### src/rtl/wb_pkg.sv
// Shared types for the write-back queue.
// Every queued result is a destination index plus the value to write there.
package wb_pkg;

  localparam int XLEN = 64;
  localparam logic [4:0] REG_ZERO = 5'd0;

  typedef struct packed {
    logic [4:0]      rd;
    logic [XLEN-1:0] val;
  } wb_entry_t;

endpackage

### src/rtl/wb_fifo.sv
// Dual-push, single-pop circular buffer of write-back entries.
// It exposes its storage and per-entry valid bits so the owner can search pending writes.
module wb_fifo #(
  parameter int DEPTH = 4
) (
  input  logic                                 clk,
  input  logic                                 reset,
  input  logic                                 push_a,
  input  wb_pkg::wb_entry_t                    data_a,
  input  logic                                 push_b,
  input  wb_pkg::wb_entry_t                    data_b,
  input  logic                                 pop,
  output wb_pkg::wb_entry_t                    head_entry,
  output wb_pkg::wb_entry_t [DEPTH-1:0]        entries,
  output logic [DEPTH-1:0]                     entry_valid,
  output logic [$clog2(DEPTH)-1:0]             head_ptr,
  output logic [$clog2(DEPTH):0]               count
);

  localparam int PW = $clog2(DEPTH);
  localparam int CW = $clog2(DEPTH) + 1;

  logic [PW-1:0] tail_ptr;
  logic          do_pop;

  // push_b is only meaningful together with push_a; it lands right behind it
  assign do_pop     = pop && (count != '0);
  assign head_entry = entries[head_ptr];

  always_ff @(posedge clk or posedge reset) begin
    if (reset) begin
      head_ptr    <= '0;
      tail_ptr    <= '0;
      count       <= '0;
      entry_valid <= '0;
      entries     <= '0;
    end else begin
      if (do_pop) begin
        entry_valid[head_ptr] <= 1'b0;
        head_ptr              <= head_ptr + PW'(1);
      end
      if (push_a) begin
        entries[tail_ptr]     <= data_a;
        entry_valid[tail_ptr] <= 1'b1;
      end
      if (push_a && push_b) begin
        entries[tail_ptr + PW'(1)]     <= data_b;
        entry_valid[tail_ptr + PW'(1)] <= 1'b1;
      end
      tail_ptr <= tail_ptr + PW'(push_a) + PW'(push_a && push_b);
      count    <= count + CW'(push_a) + CW'(push_a && push_b) - CW'(do_pop);
    end
  end

endmodule

### src/rtl/wb_queue.sv
// Write-back queue: merges ALU and load results onto the single register-file write port
// and lets decode see values still waiting to be written.
module wb_queue #(
  parameter int DEPTH = 4,
  parameter int XLEN  = 64
) (
  input  logic                     clk,
  input  logic                     reset,
  input  logic                     alu_valid,
  input  logic [4:0]               alu_rd,
  input  logic [XLEN-1:0]          alu_val,
  output logic                     alu_ready,
  input  logic                     mem_valid,
  input  logic [4:0]               mem_rd,
  input  logic [XLEN-1:0]          mem_val,
  output logic                     mem_ready,
  output logic                     write_sig,
  output logic [4:0]               write_reg,
  output logic [XLEN-1:0]          write_val,
  input  logic [4:0]               q_rs1,
  input  logic [4:0]               q_rs2,
  output logic                     q_rs1_hit,
  output logic [XLEN-1:0]          q_rs1_val,
  output logic                     q_rs2_hit,
  output logic [XLEN-1:0]          q_rs2_val,
  output logic [$clog2(DEPTH):0]   count
);

  import wb_pkg::wb_entry_t;
  import wb_pkg::REG_ZERO;

  localparam int PW = $clog2(DEPTH);
  localparam int CW = $clog2(DEPTH) + 1;

  logic [CW-1:0]               free_slots;
  logic                        mem_store;
  logic                        alu_store;
  logic                        push_a;
  logic                        push_b;
  logic                        pop;
  wb_entry_t                   mem_entry;
  wb_entry_t                   alu_entry;
  wb_entry_t                   data_a;
  wb_entry_t                   head_entry;
  wb_entry_t [DEPTH-1:0]       entries;
  logic [DEPTH-1:0]            entry_valid;
  logic [PW-1:0]               head_ptr;

  // Space is judged on occupancy at the start of the cycle; the load unit gets first claim
  assign free_slots = CW'(DEPTH) - count;
  assign mem_ready  = (free_slots >= CW'(1));
  assign alu_ready  = (free_slots >= CW'(2)) || ((free_slots >= CW'(1)) && !mem_valid);

  assign mem_entry = '{rd: mem_rd, val: mem_val};
  assign alu_entry = '{rd: alu_rd, val: alu_val};

  // Writes to x0 are accepted but dropped; the ALU entry slides up to fill the gap
  assign mem_store = mem_valid && mem_ready && (mem_rd != REG_ZERO);
  assign alu_store = alu_valid && alu_ready && (alu_rd != REG_ZERO);
  assign push_a    = mem_store || alu_store;
  assign push_b    = mem_store && alu_store;
  assign data_a    = mem_store ? mem_entry : alu_entry;
  assign pop       = (count != '0);

  wb_fifo #(
    .DEPTH(DEPTH)
  ) u_fifo (
    .clk        (clk),
    .reset      (reset),
    .push_a     (push_a),
    .data_a     (data_a),
    .push_b     (push_b),
    .data_b     (alu_entry),
    .pop        (pop),
    .head_entry (head_entry),
    .entries    (entries),
    .entry_valid(entry_valid),
    .head_ptr   (head_ptr),
    .count      (count)
  );

  always_ff @(posedge clk or posedge reset) begin
    if (reset) begin
      write_sig <= 1'b0;
      write_reg <= '0;
      write_val <= '0;
    end else begin
      write_sig <= pop;
      if (pop) begin
        write_reg <= head_entry.rd;
        write_val <= head_entry.val;
      end
    end
  end

  // Walk from oldest to newest so the youngest match overwrites; the write port is oldest of all
  function automatic logic [XLEN:0] find_pending(input logic [4:0] q);
    logic            hit;
    logic [XLEN-1:0] val;
    logic [PW-1:0]   idx;
    hit = 1'b0;
    val = '0;
    idx = '0;
    if (q != REG_ZERO) begin
      if (write_sig && (write_reg == q)) begin
        hit = 1'b1;
        val = write_val;
      end
      for (int k = 0; k < DEPTH; k++) begin
        idx = head_ptr + PW'(k);
        if (entry_valid[idx] && (entries[idx].rd == q)) begin
          hit = 1'b1;
          val = entries[idx].val;
        end
      end
    end
    return {hit, val};
  endfunction

  always_comb begin
    {q_rs1_hit, q_rs1_val} = '0;
    {q_rs2_hit, q_rs2_val} = '0;
    {q_rs1_hit, q_rs1_val} = find_pending(q_rs1);
    {q_rs2_hit, q_rs2_val} = find_pending(q_rs2);
  end

endmodule
### config.mk
export PLATFORM = sky130hd
export DESIGN_NAME = wb_queue
export DESIGN_NICKNAME = d
export VERILOG_FILES = /design/src/rtl/wb_pkg.sv /design/src/rtl/wb_fifo.sv /design/src/rtl/wb_queue.sv
export SDC_FILE = /design/constraint.sdc
export NUM_CORES = 2
export LEC_CHECK = 0
export BUFFER_PORTS_ARGS = -buffer_cell sky130_fd_sc_hd__buf_2
export CORE_MARGIN = 2
export CORE_UTILIZATION = 32
export DETAILED_ROUTE_END_ITERATION = 6
export PLACE_DENSITY_LB_ADDON = 0.25
export SYNTH_ARGS = -nofsm -noshare
export SYNTH_HDL_FRONTEND = slang
export SYNTH_HIERARCHICAL = 1
export SYNTH_SLANG_ARGS = --single-unit
### constraint.sdc
create_clock -name clk -period 10.1 [get_ports clk]
set_input_delay 1.515 -clock clk [delete_from_list [all_inputs] [get_ports clk]]
set_output_delay 1.515 -clock clk [all_outputs]
set_load 0.05 [all_outputs]
==> out/results.txt <==
Crit path buffers/inverters -> 2
Most common cell after layout, fill and taps aside -> sky130_fd_sc_hd__nand2_1
First-pass GRT wire length -> 191000 um
Static Leak -> 0.0146 uW
Starting Density -> 0.321
Pin count of the biggest net entering global routing -> 168
Antenna Violating Nets Remaining -> 0
Layout area overhead -> 13.6%
Post-synthesis sequential area ratio -> 0.294
Synthesized cell area -> 30400 um2
Die outline height -> 312 um
Fill count -> 9716
Required time reported for the critical path endpoint -> 8.59 ns
Number of nets at the end of the flow -> 3991
Number of cell rows -> 113
Via count of the first global-routing pass -> 28600
Routability-driven placement congestion ratio -> 0.858
Pre-antenna DRT Iters -> 7
Setup repair after global routing missed its margin -> no
Die Wd -> 312 um
Most common flop cell mapped by yosys -> sky130_fd_sc_hd__dfrtp_1
Placed wire-length estimate -> 80100 um
Worst Hold Depth -> 1
Accumulated negative setup slack -> 0 ns
WHS -> 0.506 ns
Antenna violations before repair -> 3
Reg area -> 8940 um2
Series of cell instances along the critical path -> mux4_2 > xor2_1 > nor4_1 > nand3_2 > nand3_2 > buf_4 > a311oi_1 > nor4_1 > buf_2
Worst Hold Class -> flip-flop to flip-flop
Number of setup buffers added after CTS -> 0
Wirelength per Cell -> 25.3 um
Port Buffer Count -> 356
Violations in the final reports -> design-rule violations
Depth of the critical timing path with buffers and inverters included -> 9
Power density of the placed cells -> 445 nW/um2
Maximum vdd drop -> 0.000307 V
Average size of a mapped cell -> 8.10 um2
Fin worst setup slack -> 2.62 ns
Max stage delay on crit path -> 0.95 ns
Residual overflow from global routing -> 0
Hold bufs inserted after CTS -> 0
Via count normalized by instance count -> 5.96
Cell area after placement -> 32800 um2
Category of the worst setup path launch point -> flip-flop
Io pins -> 357
Largest buffer count on any clock path -> 3
Cell family contributing the most delay on the critical path -> simple AND/OR/NAND/NOR gates
EDFF count, synth -> 0
Count of vias placed by the detailed router -> 30600
Setup violation total in the final timing report -> 0
Max-cap violations -> 0
Number of register bits inferred by synthesis -> 357
Most frequent cells in the layout -> 657 x sky130_fd_sc_hd__nand2_1, 527 x sky130_fd_sc_hd__nor2_1, 356 x sky130_fd_sc_hd__buf_2
Final Hold Violating Endpoints -> 0
Total track usage -> 0.256
Area used by multi-input combinational logic -> 19800 um2
Post-detailed-routing wire length -> 130000 um
DRC violation total after the first TritonRoute iteration -> 3044
Fraction of final layout cells sized beyond drive strength 1 -> 0.241
Resized Gates After CTS -> 0
Setup crit end kind -> output port
Number of instances in the synthesized netlist -> 3749
Cells after DPL -> 5042
Core Area -> 94600 um2
Max FFs per register -> 276
Clock Root Buffer -> sky130_fd_sc_hd__clkbuf_16
Tcrit/Tclk final -> 0.741
Fmax -> 0.134 GHz
Worst slack after detailed placement -> 3.08 ns
Clock Skews -> 0.0151 ns
Total CTS buffers -> 48
Final period demand of the worst path -> 7.48 ns
Measured slew at the worst slew-check pin -> 1.21 ns
Total nets after synthesis -> 3913
Remaining DRCs -> 5
R2r worst-path depth -> 12
Final std cell area, no fill -> 34500 um2
Number of levels the H-tree was split into -> 2
Clock slew at the register clock pins of the worst setup and hold paths -> 0.06 ns
Full die area -> 97400 um2
Worst relative slew slack -> 0.190
Crit Path Max Fanout -> 53
Setup Crit Path Kind -> flip-flop to output port
Async SR Flop Fraction -> 1.00
Highest-delay cell along the critical path -> sky130_fd_sc_hd__nand3_2
Num Clock Sinks -> 357
Run status -> complete, but fails checks
Synth warnings -> 6
Final cell count without fillers -> 5131
Post-synthesis cell type count -> 60
Insertion delay of the later-clocked pin in the worst-skew pair -> 0.60 ns
Slew Limit Fails -> 0
Clock tree from TritonCTS -> built
Crit path DAT -> 5.97 ns
==> cell families after synthesis <==
kind of cell / synth area share
compound gates: 0.226
xor+xnor: 0.0150
fa+ha+maj: 0.00568
buf+inv: 0.0606
flops: 0.294
mux: 0.207
simple gates: 0.192
==> final timing paths <==
path / endpoint / slack [ns] / startpoint
worst max-delay path: q_rs2_val[9] / 2.62 / u_fifo/head_ptr[0]
worst min-delay path: u_fifo/entry_valid[0] / 0.51 / u_fifo/entry_valid[0]
worst max register to register: u_fifo/entries[110] / 5.10 / u_fifo/count[0]
worst min register to register: u_fifo/entry_valid[0] / 0.51 / u_fifo/entry_valid[0]
max in group asynchronous: u_fifo/head_ptr[1] / 7.57 / reset
min in group asynchronous: write_val[34] / 1.06 / reset
==> per-layer routing <==
| metal | part of all wire | GRT usage | vias to the layer above |
|---|---|---|---|
| met3 | 0.079 | 0.0407 | 261 |
| met2 | 0.46 | 0.409 | 1557 |
| met5 | 0.00011 | 0 | - |
| li1 | - | - | 13900 |
| met1 | 0.43 | 0.351 | 14900 |
| met4 | 0.034 | 0.0875 | 2 |
==> layout make-up <==
| cell class | instances | area share |
|---|---|---|
| Tap cell | 1265 | 0.0459 |
| Clock buffer | 61 | 0.0383 |
| Antenna cell | 2 | 0.000145 |
| Inverter | 58 | 0.00682 |
| Clock inverter | 26 | 0.0121 |
| Multi-Input combinational cell | 2950 | 0.572 |
| Timing Repair Buffer | 412 | 0.0653 |
| Sequential cell | 357 | 0.259 |
==> power breakdown <==
group	total [uW]	switching, uW	internal, uW
Combinational	10300	6810	3530
Sequential	3100	900	2200
Clock	1940	735	1200
==> cells in the mapped netlist, types with 60 or more instances <==
library cell | n | area (um2)
sky130_fd_sc_hd__mux2i_1 | 140 | 1400
sky130_fd_sc_hd__a211oi_1 | 116 | 871
sky130_fd_sc_hd__dfrtp_1 | 357 | 8930
sky130_fd_sc_hd__a31oi_1 | 278 | 1740
sky130_fd_sc_hd__clkbuf_1 | 262 | 983
sky130_fd_sc_hd__mux4_2 | 89 | 2000
sky130_fd_sc_hd__buf_2 | 81 | 405
sky130_fd_sc_hd__a21oi_1 | 138 | 691
sky130_fd_sc_hd__a311oi_1 | 60 | 526
sky130_fd_sc_hd__o21ai_0 | 142 | 711
sky130_fd_sc_hd__o22ai_1 | 87 | 544
sky130_fd_sc_hd__nand2_1 | 659 | 2470
sky130_fd_sc_hd__nor2_1 | 530 | 1990
sky130_fd_sc_hd__mux2_2 | 257 | 2890
==> worst reg2reg max path: cells and delay by family (launching register included) <==
kind	cells	cell delay, ns
AND/OR/NAND/NOR	4	1.63
AO/OA/AOI/OAI	2	0.30
adder cells (fa/ha/maj)	2	0.51
buffers and inverters	4	2.01
flip-flops	1	0.49
==> metrics by stage <==
| step | utilization | total power [uW] |
|---|---|---|
| 2_1_floorplan | - | 10600 |
| 3_3_place_gp | 0.346 | 13300 |
| 3_5_place_dp | 0.346 | 13300 |
| 4_1_cts | 0.365 | 15300 |
| 5_1_grt | 0.365 | 16300 |
| 6_report | 0.365 | 15400 |
(Power assumes the default switching activity.)
